File: config.mk
export PLATFORM = sky130hd
export DESIGN_NAME = diff_comb
export DESIGN_NICKNAME = d
export VERILOG_FILES = /design/src/rtl/pll_pkg.sv /design/src/rtl/comb_hist.sv /design/src/rtl/diff_comb.sv
export SDC_FILE = /design/constraint.sdc
export NUM_CORES = 1
export LEC_CHECK = 0
export CORE_ASPECT_RATIO = 1.5
export CORE_MARGIN = 4
export CORE_UTILIZATION = 30
export DETAILED_ROUTE_END_ITERATION = 12
export HOLD_SLACK_MARGIN = 0.03
export PLACE_DENSITY = 0.49
export SYNTH_ARGS = -nofsm -noshare
export SYNTH_HDL_FRONTEND = slang
export SYNTH_HIERARCHICAL = 1
export SYNTH_SLANG_ARGS = --single-unit
File: constraint.sdc
create_clock -name CLK -period 6.7 [get_ports CLK]
set_clock_uncertainty 0.15 [all_clocks]
set_input_delay 2.01 -clock CLK [delete_from_list [all_inputs] [get_ports CLK]]
set_output_delay 2.01 -clock CLK [all_outputs]
set_load 0.02 [all_outputs]
File: src/rtl/pll_pkg.sv
// Shared sample-path definitions for the CIC comb stage.
package pll_pkg;

  // Integrator word width; diff_comb must match it to invert the wrap exactly.
  localparam int unsigned N_DEFAULT = 24;

  // Deepest differential delay the comb history supports.
  localparam int unsigned M_MAX = 8;

  // Holds a prime count of 0..M_MAX.
  localparam int unsigned PRIME_W = $clog2(M_MAX + 1);

  typedef logic signed [N_DEFAULT-1:0] sample_t;

endpackage

File: src/rtl/comb_hist.sv
// M-deep history of accepted samples; tap is the sample M transfers ago.
module comb_hist
  import pll_pkg::*;
#(
  parameter int unsigned N = N_DEFAULT,
  parameter int unsigned M = 1
) (
  input  logic                CLK,
  input  logic                RST,
  input  logic                en,
  input  logic signed [N-1:0] d,
  output logic signed [N-1:0] tap
);

  logic signed [N-1:0] h_q [M];

  // Shift in a new sample only on an accepted input; hold otherwise.
  always_ff @(posedge CLK or posedge RST) begin
    if (RST) begin
      for (int unsigned k = 0; k < M; k++) h_q[k] <= '0;
    end else if (en) begin
      h_q[0] <= d;
      for (int unsigned k = 1; k < M; k++) h_q[k] <= h_q[k-1];
    end
  end

  assign tap = h_q[M-1];

endmodule

File: src/rtl/diff_comb.sv
// CIC comb stage: Out = I - I[n-M], wrapping modulo 2^N, with valid/ready
// handshake on both sides and one-cycle registered latency.
// Optional macro DIFF_COMB_PRIME_EN suppresses results until the history
// holds M real samples.
module diff_comb
  import pll_pkg::*;
#(
  parameter int unsigned N = N_DEFAULT,
  parameter int unsigned M = 1
) (
  input  logic                CLK,
  input  logic                RST,
  input  logic signed [N-1:0] I,
  input  logic                in_valid,
  output logic                in_ready,
  output logic signed [N-1:0] Out,
  output logic                out_valid,
  input  logic                out_ready
);

  logic signed [N-1:0] out_q, out_d;
  logic                out_valid_q, out_valid_d;
  logic signed [N-1:0] tap;
  logic                xfer_in;
  logic                produce;

  assign in_ready = !out_valid_q || out_ready;
  assign xfer_in  = in_valid && in_ready;

  comb_hist #(.N(N), .M(M)) u_hist (
    .CLK (CLK),
    .RST (RST),
    .en  (xfer_in),
    .d   (I),
    .tap (tap)
  );

`ifdef DIFF_COMB_PRIME_EN
  logic [PRIME_W-1:0] prime_q, prime_d;

  // Results begin only once the history is full of post-reset samples.
  always_comb begin
    prime_d = prime_q;
    produce = 1'b0;
    if (xfer_in) begin
      if (prime_q < PRIME_W'(M)) prime_d = prime_q + 1'b1;
      else                       produce = 1'b1;
    end
  end

  // Saturating count of accepted samples since reset.
  always_ff @(posedge CLK or posedge RST) begin
    if (RST) prime_q <= '0;
    else     prime_q <= prime_d;
  end
`else
  assign produce = xfer_in;
`endif

  // Load a new difference on a producing transfer; drop valid once consumed.
  always_comb begin
    out_d       = out_q;
    out_valid_d = out_valid_q;
    if (produce) begin
      out_d       = I - tap;
      out_valid_d = 1'b1;
    end else if (out_valid_q && out_ready) begin
      out_valid_d = 1'b0;
    end
  end

  // Output register.
  always_ff @(posedge CLK or posedge RST) begin
    if (RST) begin
      out_q       <= '0;
      out_valid_q <= 1'b0;
    end else begin
      out_q       <= out_d;
      out_valid_q <= out_valid_d;
    end
  end

  assign Out       = out_q;
  assign out_valid = out_valid_q;

endmodule

-- Word-level counts from Yosys, hierarchy flattened
Cells that the tools add are included.
- add/subtract/negate cells: 1
- mux-type cells: 2
- reduce and logical (&&, ||, !) cells: 5
- operators with widths (kind ; count):
    $sub A24 B24 Y24 ; 1
    $logic_and A1 B1 Y1 ; 2
    $mux W1 ; 2
    $reduce_bool A2 Y1 ; 1
    $logic_not A1 Y1 ; 1
    $logic_or A1 B1 Y1 ; 1
- bits in registers: 49
- output and inout port bits: 26

-- Logic depth before layout (Yosys ltp)
Gate-level depths: netlist (run 1).
- word-level depth: 4
- gate-level depth with buffers: 9
- depth with buffers taken out: 9

-- Hierarchy
The synthesis (run 1) kept the hierarchy.
- by module, submodules not included (module ; times used ; cells each ; area each (sq um) ; sequential area each (sq um)):
    diff_comb ; 1 ; 284 ; 2317.2 ; 625.6
    comb_hist ; 1 ; 52 ; 1001.0 ; 600.6

-- Worst setup path after synthesis (run 1)
Ideal clock, no wire load.
- path kind: input to output
- start point: input port out_ready
- end point: output port in_ready
- arrival: 2.246 ns
- data required time: 4.540 ns
- setup slack: 2.294 ns
- stages on the path: 1
- buffers on the path: 0
- path through: nand2b_1
- cells in the longest elaborated chain, start to end: 1
- ends and longest elaborated chain (element ; line ; RTL):
    start, declared ; diff_comb.sv:18 ; input logic out_ready
    $logic_or A1 B1 Y1 ; diff_comb.sv:27 ; assign in_ready = !out_valid_q || out_ready;
    end, declared ; diff_comb.sv:15 ; output logic in_ready,
No other way between the ends.

-- Final worst setup path (run 1)
Ends and elaborated chain as after synthesis.

==> results of run 1 <==
## flip-flops by register name (all words and copies together) (netlist names)
register,count
Out,24
out_valid,1
u_hist/tap,24
## cells in the mapped netlist (2+ instances only)
cell type / instances / share of area [%]
sky130_fd_sc_hd__nor2_1: 16 / 1.8
sky130_fd_sc_hd__buf_4: 2 / 0.45
sky130_fd_sc_hd__nand2b_1: 8 / 1.5
sky130_fd_sc_hd__a2bb2oi_1: 2 / 0.53
sky130_fd_sc_hd__buf_12: 2 / 1.2
sky130_fd_sc_hd__xor2_1: 6 / 1.6
sky130_fd_sc_hd__nand2_1: 33 / 3.7
sky130_fd_sc_hd__o21ai_0: 24 / 3.6
sky130_fd_sc_hd__mux2_2: 4 / 1.4
sky130_fd_sc_hd__nand3_1: 9 / 1.4
sky130_fd_sc_hd__buf_6: 4 / 1.4
sky130_fd_sc_hd__a211oi_1: 3 / 0.68
sky130_fd_sc_hd__o31ai_1: 3 / 0.68
sky130_fd_sc_hd__a22oi_1: 2 / 0.45
sky130_fd_sc_hd__and3_1: 3 / 0.57
sky130_fd_sc_hd__o211ai_1: 7 / 1.6
sky130_fd_sc_hd__a31oi_1: 2 / 0.38
sky130_fd_sc_hd__ha_1: 23 / 8.7
sky130_fd_sc_hd__a21oi_2: 2 / 0.53
sky130_fd_sc_hd__nand4_1: 8 / 1.5
sky130_fd_sc_hd__mux2_4: 20 / 9.0
sky130_fd_sc_hd__a21oi_1: 18 / 2.7
sky130_fd_sc_hd__dfrtp_1: 49 / 37
sky130_fd_sc_hd__a21o_1: 6 / 1.4
sky130_fd_sc_hd__clkbuf_1: 5 / 0.57
sky130_fd_sc_hd__inv_1: 31 / 3.5
sky130_fd_sc_hd__nor3_1: 3 / 0.45
sky130_fd_sc_hd__xnor2_1: 6 / 1.6
sky130_fd_sc_hd__a211o_1: 4 / 1.1
sky130_fd_sc_hd__o21a_1: 3 / 0.68
## worst max-delay path: stages
cell	delay [ns]
sky130_fd_sc_hd__clkdlybuf4s50_1	0.46
sky130_fd_sc_hd__nand2b_1	0.14
sky130_fd_sc_hd__clkdlybuf4s50_1	0.61
## area by class of cell
class	count	area, um^2
clock buffer	7	142.6
clock inverter	1	30.03
fill	1124	6625
inverter	31	116.4
multi-input combinational	240	1832
sequential	49	1226
tap	144	180.2
timing repair buffer	56	553.0
## kinds of logic (layout without fill, tap and decap cells)
family                     count (synthesis)  count (layout)  synth area share (%)
and+or+nand+nor                           89              89                 12.93
adders and majority gates                 24              24                 9.276
AOI/OAI and AO/OA                         90              90                 19.12
xor gates and xnor gates                  12              12                 3.167
DFF                                       49              49                 36.95
buffers and inverters                     47              95                 7.843
muxes                                     25              25                 10.71
## per-layer routing
layer  vias to the layer above  GRT usage (%)  part of all wire [%]
met5                         -              0                     0
met4                         0          5.301                   2.4
met3                        12          2.365                   3.4
li1                       1289              -                     -
met1                      1240          15.46                    44
met2                        54          22.32                    50
## power groups by stage
stage,Combinational (W),Sequential [W],Clock (W)
floorplan,0.000285,0.000463,0
detailed placement,0.000515,0.000412,0
CTS,0.000518,0.000406,0.000307
finish,0.000512,0.000404,0.000295
global route,0.000564,0.000415,0.000316
global placement,0.000511,0.000410,0
## per-stage QoR
stage	cell area [um^2]	instances	util, %	total power [W]	hold WS [ns]
after floorplan	3318	336	-	0.0007484	0.3306
after global placement	3908	520	36.50	0.0009209	0.3106
after detailed placement	3908	520	36.50	0.0009267	0.3193
after CTS	4080	528	38.11	0.001231	0.3359
after global routing	4080	528	38.11	0.001295	0.3537
final	4080	528	38.11	0.001211	0.3268
## path summary, 6_finish.rpt
kind | to | slack, ns | depth (start not counted)
max | in_ready | 1.32 | 3
min | Out[3] | 0.33 | 2
max reg2reg | Out[16] | 3.91 | 8
min reg2reg | Out[3] | 0.33 | 2
max in group asynchronous | u_hist/tap[6] | 3.60 | 2
min in group asynchronous | Out[21] | 1.97 | 3
==> impl_summary.md, run 1 <==
Placed design
Timing analysis after detailed placement gives a worst setup slack of 1.316 ns. Routability-driven placement finished with a final weighted congestion of 0.8165. The port buffer count is 53. After legalization and detailed placement, the total HPWL measured 5891 um.

Detailed routing
The total via count in the routed design is 2595. The via count normalized by instance count is 4.915. The DRC violation count after routing is 0. The count of nets left with antenna violations once routing finished came out at 0. The final routed wirelength across all metal layers is 7846 um. The final routed wire length divided by cell count is 14.86 um. The number of detailed-routing iterations run before antenna repair is 4.

The starting DRC count in detailed routing is 81.

Cells and area
The repair_antennas step left the layout with diodes totalling 0. The most common cell after layout, fill and taps aside is sky130_fd_sc_hd__clkdlybuf4s50_1. The post-route netlist has 10.94% of its cells at a drive strength greater than 1. The library cells used most frequently in the layout, excluding fill and tap cells, are 53 x sky130_fd_sc_hd__clkdlybuf4s50_1, 49 x sky130_fd_sc_hd__dfrtp_1, 33 x sky130_fd_sc_hd__nand2_1, 31 x sky130_fd_sc_hd__inv_1, 24 x sky130_fd_sc_hd__o21ai_0. From synthesis to final layout, the design area changed by 22.96%.

For this run, the post-layout net count is 435.

Worst setup path
The source of the worst register-to-register timing path is u_hist/tap[0]. STA classifies the critical path startpoint as a primary input. The source of the critical timing path is out_ready. The worst endpoint required time is 4.54 ns. The endpoint kind of the worst setup timing path is an output pin. The maximum net fanout on the critical path is 3. Data on the critical path arrives at its endpoint at 3.22 ns.

The critical path is of the in -> out type.

Synth
Of the synthesized area, sequential elements account for 36.95%. Synthesis inferred 49 register bits. The number of synthesized flops with an enable pin is 0.

Synthesis produced 336 cells. After synthesis, the netlist uses 58 different library cells. The average footprint of a synthesized cell is 9.876 um^2.

The number of nets produced by synthesis is 388. After synthesis, the share of flip-flops with an asynchronous set or reset is 100.0%. For this run, the number of Yosys warnings is 6. In the synthesized netlist the dominant register cell turns out to be sky130_fd_sc_hd__dfrtp_1. The netlist area before placement is 3318 um^2.

Timing
The number of failing hold endpoints at the final stage is 0. Setup slack on the critical path of the routed design comes to 1.316 ns. For the pin with the worst max-slew slack, the measured transition is 1.045 ns. For the final routed database, the setup TNS stands at 0 ns. The worst pin sits at a relative slew slack of 30.24%. The share of the cycle needed by the critical path after routing is 80.35%.

Derived from the worst setup path, the maximum achievable clock frequency is 0.1857 GHz. Setup violations remaining at the end of the flow were counted as 0. The final number of max-transition violations is 0. The routed design could run at a clock period as short as 5.384 ns. Setup repair after global routing left no endpoint under its margin.

Die
The floorplan step defined a die boundary enclosing 12840 um^2. 54 I/O pins were placed. The region available for standard cell placement spans 10710 um^2. The row count is 46.

The die is 93.87 um wide. For this configuration, the core starts out at a cell density of 31.00%. Measured along the y axis, the die boundary spans 136.8 um.

Global route
Summed over all layers, the global routing overflow is 0. The wire length of the first global-routing pass is 13080 um. The number of global-route vias before repair came to 2655. The number of antenna violations at the first check in global routing was 0. In the global route stage, overall resource usage came out at 12.85%. Entering global routing, the biggest net connects 51 pins.

Power and ir drop
The reported net switching power is 0.0004206 W. Power spread over the standard cell area amounts to 296.9 nW/um^2. For this design the static power due to leakage is 1.841 nW. The internal power consumption is 0.0007908 W. The worst ir drop on vdd is 0.09267 mV. Of the total power, the share spent switching nets is 34.72%.

The share of total power dissipated in sequential elements is 33.4%. The share of total power dissipated in combinational logic is 42.2%. The portion of total power attributed to the clock network is 24.4%.

CTS
The count of hold buffers inserted by post-cts repair is 0. The clock edge transition at the registers on the reported setup and hold paths is 0.07 ns. The buffer depth of the longest clock path is 2.

In this run, post-CTS repair resized a total of 0 instances. The latest clock arrival within the worst-skew pair is 0.29 ns. The number of clock sinks is 49. The count of buffers added by post-CTS timing repair for setup is 0.

The clock tree from TritonCTS is built. Counting the buffers created by CTS gives 5. The count of H-tree levels built during CTS is 2.

In this run the clock root is driven by a sky130_fd_sc_hd__clkbuf_16.

Job
The tool flagged a number of max-cap violations equal to 0.

Hold path
The startpoint of the tightest hold check path is Out[3]. In this run the worst hold path is classified as reg -> reg.

Run status
The run finished with clean final reports.
Note: power is estimated with default switching activity, not from simulation.
==> run 2, diff against run 1 <==
Settings changed: PLACE_DENSITY 0.49 to 0.51.
Clock period 6.7 ns to 4.9 ns, I/O delays scaled along.
==> impl_summary.md, run 2 (synthesis gave the netlist of run 1 again) <==
Run status
The flow ran to the end, and the final reports show no timing, DRC or antenna violations.

Detailed routing
The final routed wire length divided by cell count is 14.76 um. The number of detailed-routing iterations run before antenna repair is 4. The amount of wire on met3 after detailed routing is 315 um. The starting DRC count in detailed routing is 138. The detailed router put a total of 3352 um of wire on met1. The routed design uses 3982 um of met2 wire. In the routed design, unresolved DRC markers number 0. The via count normalized by instance count is 4.926.

The number of antenna-violating nets in the routed design is 0. The highest metal layer carrying signal wires in the routed design is met4. After detailed routing, the total wire length is 7793 um. The routed layout has 2601 vias.

Global route
Entering global routing, the biggest net connects 50 pins. The number of global-route vias before repair is 2711. The number of antenna violations at the first check in global routing came to 0.

The total routing resource utilization after global routing is 12.84%. The first global-routing pass estimated 13100 um of wire. The overall overflow remaining after global route is 0.

Die
The floorplan die width is 93.87 um. The floorplan step defined a die boundary enclosing 12840 um^2. For this configuration, the core starts out at a cell density of 31.00%. The row count is 46. 54 I/O pins were placed.

In this run the standard cell core region covers 10710 um^2. The overall die height is 136.8 um.

Cells and area
After the last flow step, the layout net total stands at 435. The most common cell after layout, fill and taps aside is sky130_fd_sc_hd__clkdlybuf4s50_1. The final instance area is 4093 um^2. Relative to the synthesized area, the layout overhead comes to 23.34%. The non-filler instance count after layout is 528.

Cells fill 38.23% of the core in the end. The number of antenna cells inserted is 0. The top cell types in the final layout, fill and taps aside, are 53 x sky130_fd_sc_hd__clkdlybuf4s50_1, 49 x sky130_fd_sc_hd__dfrtp_1, 33 x sky130_fd_sc_hd__nand2_1, 31 x sky130_fd_sc_hd__inv_1, 24 x sky130_fd_sc_hd__o21ai_0. Of the cells placed in the final design, the portion with a size suffix greater than 1 is 10.94%.

Placed design
Routability-driven placement finished with a final weighted congestion of 0.7855. Once placement finished, the instance area stood at 3920 um^2. The count of buffers added on input and output ports is 53. In this run, placement finished with an instance count of 520.

Detailed placement ended at an HPWL of 5864 um.

CTS
The clock root buffer is sky130_fd_sc_hd__clkbuf_16. In this run, post-CTS repair resized a total of 0 instances. The H-tree was split into 2 levels. For this design, the sink count on the clock tree is 49. The clock tree from TritonCTS is built.

Counting the buffers created by CTS gives 5. For this design, the CTS-stage hold fixing added 0 buffers. The count of buffers added by post-CTS timing repair for setup is 0. The later pin in the worst-skew pair is clocked with a latency of 0.29 ns.

Clock-pin slew was measured on the worst setup and hold paths at 0.06 ns. The longest clock path from root to sink contains 2 buffers.

Timing
Setup total negative slack on the finished layout was measured at 0 ns. In this run the tightest slew margin relative to its limit is 31.64%. The number of failing hold endpoints at the final stage came to 0. For the pin with the worst max-slew slack, the measured transition is 1.024 ns. Setup repair after global routing left no endpoint under its margin. The share of the cycle needed by the critical path after routing is 87.37%. For this run, the top clock speed supported by timing is 0.2336 GHz. Counting I/O delays and the setup requirement, the final critical path takes 4.281 ns.

Setup violations remaining at the end of the flow were counted as 0. The final number of max-transition violations is 0.

Worst setup path
The maximum net fanout on the critical path is 3. The number of buffers and inverters on the critical path is 2. The biggest cell delay along the critical path is 0.61 ns. On the critical path, the stage with the largest delay is an instance of sky130_fd_sc_hd__clkdlybuf4s50_1. The worst endpoint required time is 3.28 ns. The kind of launch point of the worst setup path is a primary input.

The worst endpoint data arrival time is 2.66 ns. The cell family contributing the most delay on the critical path is buffers and inverters. The endpoint kind of the worst setup timing path is an output pin.

The cell repeated most along the worst path is sky130_fd_sc_hd__clkdlybuf4s50_1. The critical path is of the in -> out type. Walking the worst path, the cells encountered are clkdlybuf4s50_1 -> nand2b_1 -> clkdlybuf4s50_1.

Power and ir drop
Power spread over the standard cell area amounts to 404.2 nW/um^2. The worst ir drop on vdd is 0.1568 mV. The analysis attributes to cell leakage a power of 1.845 nW. The design draws 0.001654 W.

Job
The total of max-cap violations is 0.

Hold path
The class of the most critical hold timing path is reg -> reg.
## run 2: changes by cell type in the layout (fill, tap and decap cells not counted)
cell                     change
sky130_fd_sc_hd__buf_4       -1
sky130_fd_sc_hd__buf_12      +1
## run 2: final cells by class
cell class | count | area [um^2]
repair buffers | 56 | 565.5
clock buffers | 7 | 142.6
well taps | 144 | 180.2
flip-flops and latches | 49 | 1226
multi-input cells | 240 | 1832
inverters | 31 | 116.4
clock inverters | 1 | 30.03
fillers | 1126 | 6613
## run 2: layer usage
layer  vias up  global-route usage (%)
met3         9                   2.255
li1       1289                       -
met2        58                   23.51
met5         -                       0
met4         0                   4.739
met1      1245                   14.71
## run 2: power by group
part / switching (W) / internal, W
registers: 0.0000540 / 0.000499
logic: 0.000373 / 0.000328
clock network: 0.000145 / 0.000255
## run 2: worst paths after layout
check	from	end	slack [ns]	cells past startpoint
setup / recovery	out_ready	in_ready	0.62	3
hold / removal	Out[3]	Out[3]	0.33	2
setup reg to reg	u_hist/tap[0]	Out[16]	2.22	8
hold reg to reg	Out[3]	Out[3]	0.33	2
max in group asynchronous	RST	u_hist/tap[11]	2.37	2
min in group asynchronous	RST	Out[19]	1.43	3
## run 2: stage by stage
step / setup slack [ns] / hold WS [ns]
finish: 0.6190 / 0.3269
global route: 0.5751 / 0.3563
CTS: 0.6174 / 0.3347
detailed placement: 0.5835 / 0.3198
global placement: 0.6243 / 0.3129
floorplan: 1.347 / 0.3306
## run 2: worst reg2reg max path: stages (launching register included)
cell	delay, ns
sky130_fd_sc_hd__dfrtp_1	0.38
sky130_fd_sc_hd__ha_1	0.20
sky130_fd_sc_hd__fa_1	0.40
sky130_fd_sc_hd__and2b_1	0.24
sky130_fd_sc_hd__o2111ai_2	0.19
sky130_fd_sc_hd__a211oi_1	0.54
sky130_fd_sc_hd__o2111ai_1	0.24
sky130_fd_sc_hd__nand4_1	0.14
sky130_fd_sc_hd__o211ai_1	0.08
